$ cat config.mk
export PLATFORM = sky130hd
export DESIGN_NAME = fetch_stage
export DESIGN_NICKNAME = d
export VERILOG_FILES = /design/src/rtl/fetch_stage.sv
export SDC_FILE = /design/constraint.sdc
export NUM_CORES = 1
export LEC_CHECK = 0
export ABC_CLOCK_PERIOD_IN_PS = 2100
export CAP_MARGIN = 40
export CELL_PAD_IN_SITES_DETAIL_PLACEMENT = 1
export CELL_PAD_IN_SITES_GLOBAL_PLACEMENT = 1
export CORE_AREA = 2 2 68 83
export DETAILED_ROUTE_END_ITERATION = 16
export DIE_AREA = 0 0 70 85
export DONT_BUFFER_PORTS = 1
export PLACE_DENSITY_LB_ADDON = 0.1
export SETUP_SLACK_MARGIN = 0.02
export SYNTH_ARGS = -nofsm -noshare
export SYNTH_HDL_FRONTEND = slang
export SYNTH_SLANG_ARGS = --single-unit
$ cat constraint.sdc
create_clock -name clk -period 2.1 [get_ports clk]
set_clock_uncertainty 0.05 [all_clocks]
set_input_delay 0.315 -clock clk [delete_from_list [all_inputs] [get_ports clk]]
set_output_delay 0.315 -clock clk [all_outputs]
set_load 0.01 [all_outputs]
$ cat src/rtl/fetch_stage.sv
// ============================================================================
// Module      : fetch_stage
// Description : Instruction fetch stage with PC register, IF/ID pipeline
//               register, stall/redirect handling and HALT detection.
// Revision    : 1.0 - initial release
// ============================================================================
`default_nettype none

module fetch_stage #(
    parameter int                      PC_WIDTH    = 8,
    parameter int                      INSTR_WIDTH = 19,
    parameter logic [PC_WIDTH-1:0]     RESET_PC    = 8'h00,
    parameter logic [4:0]              HALT_OPCODE = 5'h1F
) (
    input  logic                   clk,
    input  logic                   rst,
    output logic [PC_WIDTH-1:0]    pc,
    input  logic [INSTR_WIDTH-1:0] instruction,
    input  logic                   stall,
    input  logic                   redirect,
    input  logic [PC_WIDTH-1:0]    redirect_target,
    output logic [INSTR_WIDTH-1:0] if_id_instr,
    output logic [PC_WIDTH-1:0]    if_id_pc,
    output logic                   if_id_valid,
    output logic                   halted,
    output logic [15:0]            fetch_count
);

    localparam logic [PC_WIDTH-1:0] c_PC_INC    = {{(PC_WIDTH-1){1'b0}}, 1'b1};
    localparam logic [15:0]         c_COUNT_MAX = 16'hFFFF;

    typedef enum logic [0:0] {
        ST_RUN    = 1'b0,
        ST_HALTED = 1'b1
    } state_t;

    state_t                   r_state;
    state_t                   w_state_nxt;
    logic [PC_WIDTH-1:0]      r_pc;
    logic [PC_WIDTH-1:0]      w_pc_nxt;
    logic [INSTR_WIDTH-1:0]   r_instr;
    logic [INSTR_WIDTH-1:0]   w_instr_nxt;
    logic [PC_WIDTH-1:0]      r_ifpc;
    logic [PC_WIDTH-1:0]      w_ifpc_nxt;
    logic                     r_valid;
    logic                     w_valid_nxt;
    logic [15:0]              r_count;
    logic [15:0]              w_count_nxt;
    logic                     w_is_halt;

    assign w_is_halt = (instruction[INSTR_WIDTH-1 -: 5] == HALT_OPCODE);

    always_comb begin
        w_state_nxt = r_state;
        w_pc_nxt    = r_pc;
        w_instr_nxt = r_instr;
        w_ifpc_nxt  = r_ifpc;
        w_valid_nxt = r_valid;
        w_count_nxt = r_count;
        if (redirect) begin
            w_pc_nxt    = redirect_target;
            w_instr_nxt = '0;
            w_ifpc_nxt  = '0;
            w_valid_nxt = 1'b0;
            w_state_nxt = ST_RUN;
        end else if (!stall) begin
            case (r_state)
                ST_RUN: begin
                    w_instr_nxt = instruction;
                    w_ifpc_nxt  = r_pc;
                    w_valid_nxt = 1'b1;
                    w_count_nxt = (r_count == c_COUNT_MAX) ? r_count : r_count + 16'd1;
                    // The HALT word is delivered, but pc parks on its address.
                    if (w_is_halt) begin
                        w_state_nxt = ST_HALTED;
                    end else begin
                        w_pc_nxt = r_pc + c_PC_INC;
                    end
                end
                ST_HALTED: begin
                    w_instr_nxt = '0;
                    w_valid_nxt = 1'b0;
                end
                default: begin
                    w_state_nxt = ST_RUN;
                end
            endcase
        end
    end

    always_ff @(posedge clk) begin
        if (rst) begin
            r_state <= ST_RUN;
            r_pc    <= RESET_PC;
            r_instr <= '0;
            r_ifpc  <= '0;
            r_valid <= 1'b0;
            r_count <= '0;
        end else begin
            r_state <= w_state_nxt;
            r_pc    <= w_pc_nxt;
            r_instr <= w_instr_nxt;
            r_ifpc  <= w_ifpc_nxt;
            r_valid <= w_valid_nxt;
            r_count <= w_count_nxt;
        end
    end

    assign pc          = r_pc;
    assign if_id_instr = r_instr;
    assign if_id_pc    = r_ifpc;
    assign if_id_valid = r_valid;
    assign halted      = (r_state == ST_HALTED);
    assign fetch_count = r_count;

endmodule

`default_nettype wire
==> summary.md <==
| Metric | Value |
|---|---|
| Startpoint types | flop |
| Achievable Freq | 509 MHz |
| Initial antenna violation count | 0 |
| Ys async rst share | 0% |
| IO buf count | 0 |
| Crit Path Class | flop to flop |
| Gr usage total | about a fifth |
| Starting Density | a little over two fifths |
| R2r setup slk | ~0.13 ns |
| Post-route minimum period | about 2.0 ns |
| Synth top area share | between 40% and 50% |
| Vias/cell | 6.00 |
| Post-DR wirelength/cell | 18.2 microns |
| Antenna diodes | 0 |
| Die X | around 70 microns |
| PnR worst setup slack | 0.135 ns |
| Hold crit path type | primary input to flop |
| Filler instances | about 620 |
| Unrepaired setup endpoints after global routing | no |
| Post-Route Setup TNS | 0 ns |
| CTS tree | built |
| H-tree levels | 2 |
| Root Buffer | clkbuf_8 |
| Final Cycle Share | between 90% and 100% |
| Yosys warns | 0 |
| Power per Cell Area | approximately 740 nW/um^2 |
| Clock Sinks | between 50 and 60 |
| Die area | 5950 sq um |
| Fin area | roughly 2400 sq um |
| Static Leak | approximately 0.83 nW |
| Hold path depth | 1 |
| Top_reg_cell synth | dfxtp_1 |
| GRT overflow | 0 |
| GP Congestion | a little over 0.7 |
| DRC | 0 |
| Avg Cell Area, Syn | about 8.8 sq um |
| Seq cells post-synth | between 50 and 60 |
| CTS Buf Count | 5 |
| Synth top area cells | dfxtp_1, a22oi_1, a21oi_1 |
| Number of synthesized flops with an enable pin | 0 |
| Slew margin rel. | a little under two thirds |
| Yosys cell types | 40 |
| Max Cap Violations | 0 |
| Hold endpoint | pc[7] |
| Reg2reg end | fetch_count[11] |
| Nets | 290 |
| Dpl ws | about 0.16 ns |
| Mapped Area | between 2000 and 2500 sq um |
| Post-Synthesis Cells | 258 |
| Routed wl met3 | 402 microns |
| Final hold viol count | 0 |
| Reg2Reg Depth | 5 |
| Area growth, synth to finish | 7.13% |
| Final setup viols | 0 |
| CP Max Fanout | 25 |
| DR WL met2 | 2990 microns |
| CP required | 2.30 ns |
| Largest net degree at the start of global routing | 30 |
| Worst IR Drop VDD | roughly 0.46 mV |
| Hold bufs inserted after CTS | 0 |
| Skew-Pair Late Insertion Delay | about 0.3 ns |
| Post-place instance area | 2320 sq um |
| Num rows | 29 |
| Antenna Nets Post-Route | 0 |
| Top sig layer | met4 |
| Share of post-route cells with drive strength above 1 | roughly a tenth |
| Area leader, netlist | dfxtp_1 |
| Top-Level Pins | between 80 and 90 |
| Dpl hpwl | between 4000 and 5000 microns |
| First-pass detailed-route iteration total | 2 |
| Clock Path Buffers | 2 |
| Mapped Nets | between 200 and 300 |
| Min-delay src | rst |
| Type of destination of the critical path | flop |
| DIE HEIGHT | 85 microns |
| Met1 Wirelength | 2350 microns |
| Vias in the first global route | about 2000 |
| Detailed Route WL | a little under 6000 microns |
| Core Area | slightly above 5000 sq um |
| Pins Over Slew Limit | 0 |
| Outcome | complete, no violations |
| Via count | just under 2000 |
| Clk slew on worst S/H paths | roughly 0.10 ns |
| Crit path DAT | ~2.2 ns |
| R2R Path Start | fetch_count[1] |
| Post-synthesis sequential area ratio | 46.9% |
| Global-route wire length before repair | between 9000 and 10000 microns |
| Measured slew at the worst slew-check pin | roughly 0.55 ns |
| Initial drt markers | between 50 and 60 |
metrics by stage:
stage	utilization (%)	hold slack, ns	power (mW)	cells
2_1_floorplan	-	0.409	1.19	258
5_1_grt	47.1	0.00198	1.87	320
6_report	47.1	0.0179	1.79	320
4_1_cts	46.9	0.000273	1.82	320
3_3_place_gp	45.1	0.339	1.21	312
3_5_place_dp	45.1	0.339	1.21	312
area by class of cell:
| type | instances | area (sq um) | share of cell area (%) |
|---|---|---|---|
| inverters | 4 | 15.0 | 0.619 |
| well taps | 62 | 77.6 | 3.20 |
| multi-input cells | 184 | 1110 | 45.7 |
| clock buffers | 6 | 82.6 | 3.41 |
| clock inverters | 2 | 13.8 | 0.568 |
| repair buffers | 9 | 67.6 | 2.79 |
| flip-flops and latches | 53 | 1060 | 43.8 |
registers in the layout (all words and copies together), names as in the netlist:
register     cells
pc               8
if_id_pc         8
halted           1
if_id_valid      1
if_id_instr     19
fetch_count     16
report_power, final:
part           internal (mW)  switching (mW)  total (mW)  leakage [nW]
Sequential              1.03          0.0418        1.08         0.431
Combinational         0.0469          0.0631       0.110         0.348
Clock                  0.268           0.341       0.609        0.0512
Total                   1.35           0.446        1.79         0.831
what timing repair did:
item	4_1_cts	5_1_grt
endpoints found under the setup margin	0	1
buffers inserted	0	0
endpoints found under the hold margin	0	0
gates resized for setup	0	1
synthesized netlist by cell type (3+ instances only):
| master | n |
|---|---|
| nand4_1 | 7 |
| buf_1 | 3 |
| and3_1 | 5 |
| o21ai_0 | 6 |
| clkbuf_1 | 9 |
| nand2_1 | 27 |
| and4_1 | 3 |
| a21oi_1 | 25 |
| dfxtp_1 | 53 |
| or4_1 | 10 |
| a22oi_1 | 19 |
| buf_6 | 3 |
| nor2_1 | 31 |
| o31ai_1 | 10 |
| or3_1 | 5 |
| inv_1 | 4 |
| nand3_1 | 4 |
| a211oi_1 | 5 |
| xnor2_1 | 3 |
critical path: stages, from the launching register on:
cell and delay [ns]:
dfxtp_1 0.38, ha_1 0.24, and4_1 0.26, and4bb_4 0.31, or4_1 0.52, a21oi_1 0.14
cells in the final DEF, fill, tap and decap left out, drive strengths merged, types with 2 or more instances in the layout:
cell,n
a311oi,2
buf,9
and4,3
nand4,7
and4bb,2
nor2,31
and3,5
xnor2,3
o21ai,7
nand2,27
a211oi,5
nor3,2
dfxtp,53
or3,5
inv,4
xor2,2
o31ai,10
a21oi,25
or2,2
ha,2
or4,10
nand3,4
clkbuf,6
a22oi,19
clkinv,2
worst max-delay path by stage:
stage,from,endpoint,slack [ns],cells after the start
floorplan,fetch_count[0],fetch_count[7],0.24,6
global placement,fetch_count[1],fetch_count[13],0.23,5
detailed placement,fetch_count[1],fetch_count[12],0.16,5
CTS,fetch_count[1],fetch_count[14],0.12,5
global route,fetch_count[1],fetch_count[13],0.03,5
finish,fetch_count[1],fetch_count[11],0.13,5
layer usage:
metal / vias to the layer above / track usage, %
li1: 944 / -
met1: 920 / 22.4
met2: 52 / 36.7
met3: 5 / 6.53
met4: 0 / 6.82
met5: - / 0
cells by family (layout without fill, tap and decap cells):
kind of cell	count (synthesis)	count (layout)	synth area share, %
AO/OA/AOI/OAI	74	74	21.5
XOR/XNOR	5	5	1.94
adder cells (fa/ha/maj)	2	2	1.11
buffers and inverters	21	21	4.59
flip-flops	53	53	46.9
multiplexers	2	2	0.940
AND/OR/NAND/NOR	101	101	23.1
(Power assumes the default switching activity.)
